--- src/rtl/display_scanout_pkg.sv ---
// Shared types, video modes and scan-out geometry helpers for the display scan-out slice.
// The geometry functions are evaluated at elaboration time from the mode and buffer parameters.
package display_scanout_pkg;

  typedef logic [15:0] coord_t;
  typedef logic [11:0] color_t;
  typedef logic [3:0]  color_ch_t;
  typedef logic [1:0]  fb_sel_t;

  typedef struct packed {
    coord_t h_res;
    coord_t h_fp;
    coord_t h_sync;
    coord_t h_bp;
    coord_t v_res;
    coord_t v_fp;
    coord_t v_sync;
    coord_t v_bp;
    logic   h_pol;   // 1: sync pulse is high while active
    logic   v_pol;
  } video_mode_t;

  typedef struct packed {
    coord_t     width;
    coord_t     height;
    logic [4:0] addr_width;
  } buffer_config_t;

  // Timing decode carried down the delay pipe alongside the framebuffer read
  typedef struct packed {
    logic hs;
    logic vs;
    logic de;
    logic win;
  } pipe_t;

  localparam video_mode_t VMODE_640x480p60 = '{
    h_res: 16'd640, h_fp: 16'd16, h_sync: 16'd96, h_bp: 16'd48,
    v_res: 16'd480, v_fp: 16'd10, v_sync: 16'd2,  v_bp: 16'd33,
    h_pol: 1'b0,    v_pol: 1'b0
  };

  localparam buffer_config_t BUFFER_160x120x12 = '{
    width: 16'd160, height: 16'd120, addr_width: 5'd15
  };

  function automatic int line_width(video_mode_t m);
    return int'(m.h_res) + int'(m.h_fp) + int'(m.h_sync) + int'(m.h_bp);
  endfunction

  function automatic int line_height(video_mode_t m);
    return int'(m.v_res) + int'(m.v_fp) + int'(m.v_sync) + int'(m.v_bp);
  endfunction

  // Largest power-of-two magnification that still fits both axes
  function automatic int calc_scale(video_mode_t m, buffer_config_t b);
    int rx;
    int ry;
    int r;
    int s;
    rx = (b.width  == 16'd0) ? 0 : int'(m.h_res) / int'(b.width);
    ry = (b.height == 16'd0) ? 0 : int'(m.v_res) / int'(b.height);
    r  = (rx < ry) ? rx : ry;
    s  = 0;
    for (int i = 1; i < 16; i++) begin
      if ((1 << i) <= r) s = i;
    end
    return s;
  endfunction

  function automatic int img_w_of(video_mode_t m, buffer_config_t b);
    return int'(b.width) << calc_scale(m, b);
  endfunction

  function automatic int img_h_of(video_mode_t m, buffer_config_t b);
    return int'(b.height) << calc_scale(m, b);
  endfunction

  function automatic int x0_of(video_mode_t m, buffer_config_t b);
    return (int'(m.h_res) - img_w_of(m, b)) / 2;
  endfunction

  function automatic int y0_of(video_mode_t m, buffer_config_t b);
    return (int'(m.v_res) - img_h_of(m, b)) / 2;
  endfunction

endpackage

--- src/rtl/display_scanout_if.sv ---
// Framebuffer read port plus the renderer's buffer-swap handshake.
// The scan-out engine is the master; framebuffer/renderer side is the slave.
interface display_scanout_if
  import display_scanout_pkg::*;
#(
  parameter int ADDR_W = 15
);
  logic              swap_req;
  logic              swap_ack;
  fb_sel_t           front_buffer;
  fb_sel_t           read_buf_sel;
  logic [ADDR_W-1:0] read_addr;
  logic              read_en;
  color_t            read_data;

  modport master (
    input  swap_req, read_data,
    output swap_ack, front_buffer, read_buf_sel, read_addr, read_en
  );

  modport slave (
    output swap_req, read_data,
    input  swap_ack, front_buffer, read_buf_sel, read_addr, read_en
  );
endinterface

--- src/rtl/display_scanout_timing.sv ---
// Raster x/y counters with combinational sync/active decode and a registered
// frame_start pulse coinciding with the counters sitting at (0,0).
module display_scanout_timing
  import display_scanout_pkg::*;
#(
  parameter video_mode_t VIDEO_MODE = VMODE_640x480p60
) (
  input  logic   clk_pixel,
  input  logic   rstn_pixel,
  output coord_t o_x,
  output coord_t o_y,
  output logic   o_hsync_act,
  output logic   o_vsync_act,
  output logic   o_active,
  output logic   o_last,
  output logic   o_frame_start
);
  localparam coord_t LW_M1    = coord_t'(line_width(VIDEO_MODE) - 1);
  localparam coord_t LH_M1    = coord_t'(line_height(VIDEO_MODE) - 1);
  localparam coord_t HS_START = VIDEO_MODE.h_res + VIDEO_MODE.h_fp;
  localparam coord_t HS_END   = HS_START + VIDEO_MODE.h_sync;
  localparam coord_t VS_START = VIDEO_MODE.v_res + VIDEO_MODE.v_fp;
  localparam coord_t VS_END   = VS_START + VIDEO_MODE.v_sync;

  coord_t r_x;
  coord_t r_y;
  logic   r_frame_start;
  logic   w_last;

  assign w_last = (r_x == LW_M1) && (r_y == LH_M1);

  always_ff @(posedge clk_pixel or negedge rstn_pixel) begin
    if (!rstn_pixel) begin
      r_x           <= '0;
      r_y           <= '0;
      r_frame_start <= 1'b0;
    end else begin
      r_frame_start <= w_last;
      if (r_x == LW_M1) begin
        r_x <= '0;
        r_y <= (r_y == LH_M1) ? '0 : r_y + 16'd1;
      end else begin
        r_x <= r_x + 16'd1;
      end
    end
  end

  assign o_x           = r_x;
  assign o_y           = r_y;
  assign o_last        = w_last;
  assign o_frame_start = r_frame_start;
  assign o_hsync_act   = (r_x >= HS_START) && (r_x < HS_END);
  assign o_vsync_act   = (r_y >= VS_START) && (r_y < VS_END);
  assign o_active      = (r_x < VIDEO_MODE.h_res) && (r_y < VIDEO_MODE.v_res);
endmodule

--- src/rtl/display_scanout.sv ---
// Scan-out engine: integer-scaled, centred framebuffer fetch with border fill and
// a fixed READ_LATENCY+2 counter-to-pin latency for syncs, data enable and colour.
module display_scanout
  import display_scanout_pkg::*;
#(
  parameter video_mode_t    VIDEO_MODE      = VMODE_640x480p60,
  parameter buffer_config_t BUFFER_CONFIG   = BUFFER_160x120x12,
  parameter int             READ_LATENCY    = 1,
  parameter int             NUM_BUFFERS     = 2,
  parameter color_t         BORDER_COLOR    = 12'h000,
  parameter bit             FLIP_HORIZONTAL = 1'b0,
  parameter bit             FLIP_VERTICAL   = 1'b0
) (
  input  logic              clk_pixel,
  input  logic              rstn_pixel,
  display_scanout_if.master fb,
  output logic              frame_start,
  output logic              vga_hsync,
  output logic              vga_vsync,
  output logic              screen_data_enable,
  output color_ch_t         vga_red,
  output color_ch_t         vga_green,
  output color_ch_t         vga_blue
);
  localparam int          AW     = int'(BUFFER_CONFIG.addr_width);
  localparam int          SCALE  = calc_scale(VIDEO_MODE, BUFFER_CONFIG);
  localparam int          IMG_WI = img_w_of(VIDEO_MODE, BUFFER_CONFIG);
  localparam int          IMG_HI = img_h_of(VIDEO_MODE, BUFFER_CONFIG);
  localparam logic [31:0] IMG_W  = 32'(IMG_WI);
  localparam logic [31:0] IMG_H  = 32'(IMG_HI);
  localparam logic [31:0] X0     = 32'(x0_of(VIDEO_MODE, BUFFER_CONFIG));
  localparam logic [31:0] Y0     = 32'(y0_of(VIDEO_MODE, BUFFER_CONFIG));
  localparam logic [31:0] BUF_W  = 32'(BUFFER_CONFIG.width);
  localparam int          DEPTH  = READ_LATENCY + 1;

  generate
    if (IMG_WI > int'(VIDEO_MODE.h_res) || IMG_HI > int'(VIDEO_MODE.v_res) ||
        READ_LATENCY < 1 || READ_LATENCY > 4 || NUM_BUFFERS < 1 || NUM_BUFFERS > 4) begin : g_illegal
      $error("display_scanout: illegal video mode / buffer configuration");
    end
  endgenerate

  coord_t w_x;
  coord_t w_y;
  logic   w_hs;
  logic   w_vs;
  logic   w_active;
  logic   w_last;

  display_scanout_timing #(.VIDEO_MODE(VIDEO_MODE)) u_timing (
    .clk_pixel     (clk_pixel),
    .rstn_pixel    (rstn_pixel),
    .o_x           (w_x),
    .o_y           (w_y),
    .o_hsync_act   (w_hs),
    .o_vsync_act   (w_vs),
    .o_active      (w_active),
    .o_last        (w_last),
    .o_frame_start (frame_start)
  );

  // Window-relative coordinates; out-of-window values wrap but are masked by w_win
  logic [31:0] w_x32;
  logic [31:0] w_y32;
  logic [31:0] w_rx;
  logic [31:0] w_ry;
  logic [31:0] w_ix;
  logic [31:0] w_iy;
  logic        w_win;
  pipe_t       w_stage;

  always_comb begin
    w_x32   = {16'd0, w_x};
    w_y32   = {16'd0, w_y};
    w_rx    = w_x32 - X0;
    w_ry    = w_y32 - Y0;
    w_win   = w_active && (w_x32 >= X0) && (w_rx < IMG_W) && (w_y32 >= Y0) && (w_ry < IMG_H);
    w_ix    = FLIP_HORIZONTAL ? (IMG_W - 32'd1 - w_rx) : w_rx;
    w_iy    = FLIP_VERTICAL   ? (IMG_H - 32'd1 - w_ry) : w_ry;
    w_stage = '{hs: w_hs, vs: w_vs, de: w_active, win: w_win};
  end

  logic [AW-1:0] r_read_addr;
  logic          r_read_en;

  always_ff @(posedge clk_pixel or negedge rstn_pixel) begin
    if (!rstn_pixel) begin
      r_read_addr <= '0;
      r_read_en   <= 1'b0;
    end else begin
      r_read_addr <= w_win ? AW'(((w_iy >> SCALE) * BUF_W) + (w_ix >> SCALE)) : '0;
      r_read_en   <= w_win;
    end
  end

  // Timing decode rides a shift register so it lands at the output register with read_data
  pipe_t r_pipe [DEPTH];

  genvar gi;
  generate
    for (gi = 0; gi < DEPTH; gi++) begin : g_pipe
      if (gi == 0) begin : g_head
        always_ff @(posedge clk_pixel or negedge rstn_pixel) begin
          if (!rstn_pixel) r_pipe[0] <= '0;
          else             r_pipe[0] <= w_stage;
        end
      end else begin : g_tail
        always_ff @(posedge clk_pixel or negedge rstn_pixel) begin
          if (!rstn_pixel) r_pipe[gi] <= '0;
          else             r_pipe[gi] <= r_pipe[gi-1];
        end
      end
    end
  endgenerate

  pipe_t  w_tap;
  logic   r_hsync;
  logic   r_vsync;
  logic   r_de;
  color_t r_color;

  assign w_tap = r_pipe[DEPTH-1];

  always_ff @(posedge clk_pixel or negedge rstn_pixel) begin
    if (!rstn_pixel) begin
      r_hsync <= ~VIDEO_MODE.h_pol;
      r_vsync <= ~VIDEO_MODE.v_pol;
      r_de    <= 1'b0;
      r_color <= '0;
    end else begin
      r_hsync <= w_tap.hs ? VIDEO_MODE.h_pol : ~VIDEO_MODE.h_pol;
      r_vsync <= w_tap.vs ? VIDEO_MODE.v_pol : ~VIDEO_MODE.v_pol;
      r_de    <= w_tap.de;
      r_color <= w_tap.win ? fb.read_data : (w_tap.de ? BORDER_COLOR : '0);
    end
  end

  // Swap is decided on the last raster cycle so the new buffer is live from (0,0)
  fb_sel_t r_front;
  logic    r_swap_ack;

  always_ff @(posedge clk_pixel or negedge rstn_pixel) begin
    if (!rstn_pixel) begin
      r_front    <= '0;
      r_swap_ack <= 1'b0;
    end else begin
      r_swap_ack <= w_last && fb.swap_req;
      if (w_last && fb.swap_req) begin
        r_front <= (r_front == fb_sel_t'(NUM_BUFFERS - 1)) ? '0 : r_front + 2'd1;
      end
    end
  end

  assign fb.read_addr        = r_read_addr;
  assign fb.read_en          = r_read_en;
  assign fb.front_buffer     = r_front;
  assign fb.read_buf_sel     = r_front;
  assign fb.swap_ack         = r_swap_ack;
  assign vga_hsync           = r_hsync;
  assign vga_vsync           = r_vsync;
  assign screen_data_enable  = r_de;
  assign vga_red             = r_color[11:8];
  assign vga_green           = r_color[7:4];
  assign vga_blue            = r_color[3:0];
endmodule

--- src/flat_wrapper.sv ---
// flat-port wrapper written by rule: the top's interface ports become plain ports
module display_scanout_flat import display_scanout_pkg::*;
#(
  parameter video_mode_t    VIDEO_MODE      = VMODE_640x480p60,
  parameter buffer_config_t BUFFER_CONFIG   = BUFFER_160x120x12,
  parameter int             READ_LATENCY    = 1,
  parameter int             NUM_BUFFERS     = 2,
  parameter color_t         BORDER_COLOR    = 12'h000,
  parameter bit             FLIP_HORIZONTAL = 1'b0,
  parameter bit             FLIP_VERTICAL   = 1'b0
)
  (clk_pixel, rstn_pixel, frame_start, vga_hsync, vga_vsync, screen_data_enable, vga_red, vga_green, vga_blue, fb_swap_req, fb_read_data, fb_swap_ack, fb_front_buffer, fb_read_buf_sel, fb_read_addr, fb_read_en);
  display_scanout_if #(.ADDR_W(15)) fb_i ();
  input  logic clk_pixel;
  input  logic rstn_pixel;
  output logic frame_start;
  output logic vga_hsync;
  output logic vga_vsync;
  output logic screen_data_enable;
  output color_ch_t vga_red;
  output color_ch_t vga_green;
  output color_ch_t vga_blue;
  input wire logic [$bits(fb_i.swap_req)-1:0] fb_swap_req;
  input wire logic [$bits(fb_i.read_data)-1:0] fb_read_data;
  output wire logic [$bits(fb_i.swap_ack)-1:0] fb_swap_ack;
  output wire logic [$bits(fb_i.front_buffer)-1:0] fb_front_buffer;
  output wire logic [$bits(fb_i.read_buf_sel)-1:0] fb_read_buf_sel;
  output wire logic [$bits(fb_i.read_addr)-1:0] fb_read_addr;
  output wire logic [$bits(fb_i.read_en)-1:0] fb_read_en;
  assign fb_i.swap_req = fb_swap_req;
  assign fb_i.read_data = fb_read_data;
  assign fb_swap_ack = fb_i.swap_ack;
  assign fb_front_buffer = fb_i.front_buffer;
  assign fb_read_buf_sel = fb_i.read_buf_sel;
  assign fb_read_addr = fb_i.read_addr;
  assign fb_read_en = fb_i.read_en;
  display_scanout #(.VIDEO_MODE(VIDEO_MODE), .BUFFER_CONFIG(BUFFER_CONFIG), .READ_LATENCY(READ_LATENCY), .NUM_BUFFERS(NUM_BUFFERS), .BORDER_COLOR(BORDER_COLOR), .FLIP_HORIZONTAL(FLIP_HORIZONTAL), .FLIP_VERTICAL(FLIP_VERTICAL)) u_core (.clk_pixel(clk_pixel), .rstn_pixel(rstn_pixel), .fb(fb_i), .frame_start(frame_start), .vga_hsync(vga_hsync), .vga_vsync(vga_vsync), .screen_data_enable(screen_data_enable), .vga_red(vga_red), .vga_green(vga_green), .vga_blue(vga_blue));
endmodule
--- config.mk ---
export PLATFORM = sky130hd
export DESIGN_NAME = display_scanout_flat
export DESIGN_NICKNAME = d
export VERILOG_FILES = /design/src/rtl/display_scanout_pkg.sv /design/src/rtl/display_scanout_if.sv /design/src/rtl/display_scanout_timing.sv /design/src/rtl/display_scanout.sv /design/src/flat_wrapper.sv
export SDC_FILE = /design/constraint.sdc
export NUM_CORES = 1
export LEC_CHECK = 0
export BUFFER_PORTS_ARGS = -buffer_cell sky130_fd_sc_hd__buf_2
export CELL_PAD_IN_SITES_DETAIL_PLACEMENT = 0
export CELL_PAD_IN_SITES_GLOBAL_PLACEMENT = 2
export CORE_MARGIN = 2
export CORE_UTILIZATION = 25
export DETAILED_ROUTE_END_ITERATION = 12
export GPL_TIMING_DRIVEN = 0
export PLACE_DENSITY = 0.65
export SLEW_MARGIN = 20
export SYNTH_ARGS = -nofsm -noshare
export SYNTH_HDL_FRONTEND = slang
export SYNTH_SLANG_ARGS = --single-unit
--- constraint.sdc ---
create_clock -name clk_pixel -period 9 [get_ports clk_pixel]
set_input_delay 2.7 -clock clk_pixel [delete_from_list [all_inputs] [get_ports clk_pixel]]
set_output_delay 2.7 -clock clk_pixel [all_outputs]
set_load 0.005 [all_outputs]
== Word-level counts from Yosys, hierarchy flattened ==
Index checks and enable logic that the tools add are counted.
Storage, ports and cells
  register bits after elaboration: 74
  input bits: 15
  output and inout port bits: 37
  logic and storage cells: 48
Operators by class
  add/subtract/negate cells: 4
  multipliers: 1
  magnitude comparators: 8
  equal/unequal tests: 3
  muxes and demuxes: 7
  reductions and logical operators: 7
Operator list (count)
  16-bit by 10-bit < comparator with 1-bit output (second input constant): 3
  16-bit by 9-bit < comparator with 1-bit output (second input constant): 3
  16-bit by 1-bit adder with 16-bit output (second input constant): 2
  16-bit by 10-bit equality test with 1-bit output (second input constant): 2
  16-bit 2-to-1 mux: 2
  16-bit by 10-bit >= comparator with 1-bit output (second input constant): 1
  16-bit by 9-bit >= comparator with 1-bit output (second input constant): 1
  15-bit by 14-bit adder with 15-bit output: 1
  15-bit 2-to-1 mux: 1
  14-bit by 3-bit multiplier with 10-bit output (second input constant): 1
  12-bit 2-to-1 mux: 1
  1-bit logical AND: 7
  2-bit by 1-bit adder with 2-bit output (second input constant): 1
  2-bit by 1-bit equality test with 1-bit output (second input constant): 1
  1-bit 2-to-1 mux: 2
  2-bit 2-to-1 mux: 1

== Longest topological paths before layout ==
  depth after elaboration: 5
  mapped depth: 12
  gate-level depth less buffers: 12

== By module ==
A second synthesis with hierarchy kept.
Second synthesis, totals
  cell total of the unflattened synthesis: 340
  area, all modules: 3779.9 um2
By module, submodules not included
  display_scanout: instances 1, cells each 169, area each 2003.2 um2, sequential area each 1028.5 um2
  display_scanout_timing: instances 1, cells each 171, area each 1776.7 um2, sequential area each 825.8 um2

== Least setup slack after synthesis ==
OpenSTA, ideal clock, no wires.
  path type: register -> output
  from: reg u_core.r_front[0] (netlist: u_core.fb.front_buffer[0])
  to: out fb_read_buf_sel[0]
  data arrival time: 536 ps
  data required time: 6300 ps
  path slack: 5764 ps
  cell stages (with the launch flop): 2
  path buffers: 1
  cells stage by stage: dfrtp_1 -> buf_4
RTL lines
  start: declaration: RTL line display_scanout.sv:139  | fb_sel_t r_front;
  start signal: assignment: RTL line display_scanout.sv:149  | r_front <= (r_front == fb_sel_t'(NUM_BUFFERS - 1)) ? '0 : r_front + 2'd1;
  end: declaration: RTL line flat_wrapper.sv:27  | output wire logic [$bits(fb_i.read_buf_sel)-1:0] fb_read_buf_sel;
No word-level cell between the ends.

== Worst setup path after layout ==
  from: reg u_core.r_front[0] (netlist: u_core.fb.front_buffer[0])
  to: out fb_read_buf_sel[0]
No word-level cell between the ends.

==> results.toml <==
[sta]
clock_skew_ns = 0.005652
relSlewSlack = 0.6719
fin_crit_ns = 3.696
fmaxAchievable_ghz = 0.2706
finalSetupViolCount = 0
fin_tns_setup_ns = 0
slew_violations = 0
finalCritPeriodShare = 0.4107
worst_pin_slew_ns = 0.4883
finalHoldViolations = 0
rsz0062_at_grt = "false"

[global_routing]
track_usage = 0.1120
grt_pass1_vias = 2578
grt_pass1_wl_um = 12920
antenna_found_initial = 0
grt-ovfl-total = 0
grt_max_degree = 38

[worst_setup_path]
crit_family = "flip-flops"
crit_slowest_cell = "dfrtp_1"
path_class = "flop to output port"
critPathRequiredTime_ns = 6.30
crit_chain = "buf_4 -> buf_2"
timing.rr.end = "u_core.fb.read_addr[14]$_DFF_PN0_"
path_buf_inv = 2
crit_fanout = 4
r2r_slack_ns = 5.70
start_kind = "flop"
worst_path_largest_cell_delay_ns = 0.41
worstPathArrival_ns = 1.00
worst-r2r-cell-count = 11
reg2reg_from = "u_core.u_timing.o_y[3]$_DFFE_PN0N_"
crit_path_end_kind = "output port"

[cts]
cts_num_sinks = 72
cts_tree = "yes"
holdBufCountCts = 0
numCtsBuffers = 9
post-cts-setup-buffer-count = 0
htree_levels = 3
cts_root_buffer = "clkbuf_16"
max-clock-path-buffers = 2
post_cts_resized = 0
worstSkewPairLatency_ns = 0.34
cts.clk_slew.worst_paths_ns = 0.06

[yosys]
synth.avg_cell_area_um2 = 10.79
synth_cell_types = 50
synth.area.top_cells = "dfrtp_1 (49%), ha_1 (9.4%), xor2_1 (5.1%)"
synth_area_leader_cell = "dfrtp_1"
async_reset_ff_frac = 1.000
syn-num-nets = 376
syn_inst = 332
synth_ff_type = "dfrtp_1"
synth_edf_count = 0
synth.yosys.seq_area_share = 0.5037
ys_ff_latch = 72
syn_area_mm2 = 0.003582
yosys_warnings = 0
synth_top_area_frac = 0.4890

[routing]
drtAntennaViolNets = 0
avgRoutedWirePerCell_um = 13.55
drcViolationCount = 0
vias = 2515
drt-total-wl_um = 7875
drtIter0Drc = 80
avgViaCountPerCell = 4.329
dr.pass1.iters = 6

[cells_and_area]
stdcell_area_mm2 = 0.004380
final_cell_mix = "dfrtp_1 (70), buf_2 (51), ha_1 (27)"
drive_gt1_frac = 0.2125
synthToLayoutAreaGrowth_pct = 22.28
fin_nets = 439
final_common_cell = "dfrtp_1"

[worst_hold_path]
hold_depth = 0
worstHoldEndpoint = "u_core.r_pipe[3]$_DFF_PN0_"
worstHoldStart = "u_core.r_pipe[7]$_DFF_PN0_"
hold_path_class = "flop to flop"

[pwr]
swShare = 0.2151
ir_worst_vdd_v = 0.00009074
p_total_uw = 690.4
p_per_area_mw_per_mm2 = 157.6
p_clk_frac = 0.504
p_leak_nw = 2.215
seqPwrFrac = 0.474
p_int_uw = 541.9
power_frac_comb = 0.022
p_sw_uw = 148.5

[floorplanning]
die-height_um = 123.7
core_area_mm2 = 0.01393
rows = 43
dieArea_mm2 = 0.01530
initial_utilization = 0.2571
die_x_um = 123.7
ios = 52

[run_status]
status = "completed"

[placed_design]
gp_congestion = 0.7339
dpl.hpwl_um = 5702
place_area_mm2 = 0.004085
portBuffers = 51

[flow_run]
drv_cap = 0
## layout make-up
| cell class | count | area [µm²] |
|---|---|---|
| Clock buffer | 12 | 266.5 |
| Fill cell | 1463 | 9554 |
| Sequential cell | 72 | 1804 |
| Timing Repair Buffer | 52 | 277.8 |
| Inverter | 11 | 41.29 |
| Buffer | 10 | 55.05 |
| Clock inverter | 4 | 26.28 |
| Antenna cell | 1 | 2.502 |
| Tap cell | 180 | 225.2 |
| Multi-Input combinational cell | 239 | 1682 |
## Yosys cell counts (2+ instances only)
| master | count |
|---|---|
| nand3_1 | 17 |
| dfstp_2 | 2 |
| xor2_1 | 21 |
| and3_1 | 10 |
| nor4_1 | 3 |
| clkbuf_1 | 5 |
| xnor2_1 | 12 |
| a21oi_1 | 10 |
| dfrtp_1 | 70 |
| fa_1 | 2 |
| nand4_1 | 6 |
| buf_4 | 2 |
| nand2_1 | 20 |
| nor3b_1 | 3 |
| or3_1 | 3 |
| a21o_1 | 5 |
| and2_1 | 20 |
| nor3_1 | 12 |
| nor3_2 | 3 |
| and4_1 | 2 |
| a21boi_0 | 2 |
| a31oi_1 | 2 |
| or2_2 | 2 |
| nor2b_1 | 2 |
| o21a_1 | 3 |
| o21ai_0 | 10 |
| inv_1 | 11 |
| nor2_1 | 24 |
| ha_1 | 27 |
## metal layers
layer  part of all wire  vias up  GRT usage
met5                  0        -          0
met4              0.018        0    0.04261
met3              0.045       11    0.03663
met2               0.44       44     0.1683
met1               0.49     1174     0.1495
li1                   -     1286          -
## logic make-up after synthesis
family	Yosys count	synth area share
AND/OR/NAND/NOR	134	0.2040
flip-flops	72	0.5037
AO/OA/AOI/OAI	42	0.07650
XOR/XNOR	33	0.08069
adder cells (fa/ha/maj)	29	0.1055
buffers and inverters	21	0.02689
multiplexers	1	0.002794
## through the flow
step | cells | setup WS [ns] | hold WS [ns] | util
3_5_place_dp | 564 | 5.622 | 0.3378 | 0.2932
6_report | 581 | 5.304 | 0.3485 | 0.3144
3_3_place_gp | 563 | 4.716 | 0.3331 | 0.2916
5_1_grt | 580 | 5.248 | 0.3525 | 0.3142
4_1_cts | 580 | 5.275 | 0.3508 | 0.3142
2_1_floorplan | 332 | 5.764 | 0.3312 | -
## worst max path at each step
stage	endpoint	start	slack [ns]	depth (start not counted)
floorplan	fb_read_buf_sel[0]	u_core.fb.front_buffer[0]$_DFFE_PN0P_	5.76	1
global placement	u_core.fb.read_addr[11]$_DFF_PN0_	rstn_pixel	4.72	1
detailed placement	u_core.vga_hsync$_DFF_PN1_	rstn_pixel	5.62	2
CTS	fb_read_buf_sel[0]	u_core.fb.front_buffer[0]$_DFFE_PN0P_	5.28	2
global route	fb_read_buf_sel[0]	u_core.fb.front_buffer[0]$_DFFE_PN0P_	5.25	2
finish	fb_read_buf_sel[0]	u_core.fb.front_buffer[0]$_DFFE_PN0P_	5.30	2
## power by group through the flow
| stage | combinational [mW] | sequential, mW | clock (mW) |
|---|---|---|---|
| 3_3_place_gp | 0.0148 | 0.333 | 0 |
| 2_1_floorplan | 0.00182 | 0.334 | 0 |
| 3_5_place_dp | 0.0162 | 0.333 | 0 |
| 5_1_grt | 0.0178 | 0.327 | 0.374 |
| 6_report | 0.0153 | 0.327 | 0.348 |
| 4_1_cts | 0.0162 | 0.327 | 0.363 |
## registers in the layout, summed over array words and instances (netlist names)
register,flops
u_core.fb.read_addr,15
u_core.vga_vsync,1
u_core.vga_hsync,1
u_core.fb.front_buffer,2
u_core.fb.swap_ack,1
u_core.r_pipe,6
u_core.u_timing.o_y,16
u_core.screen_data_enable,1
u_core.r_color,12
u_core.u_timing.o_frame_start,1
u_core.u_timing.o_x,16
No activity file was read; power rests on OpenSTA's default activity.
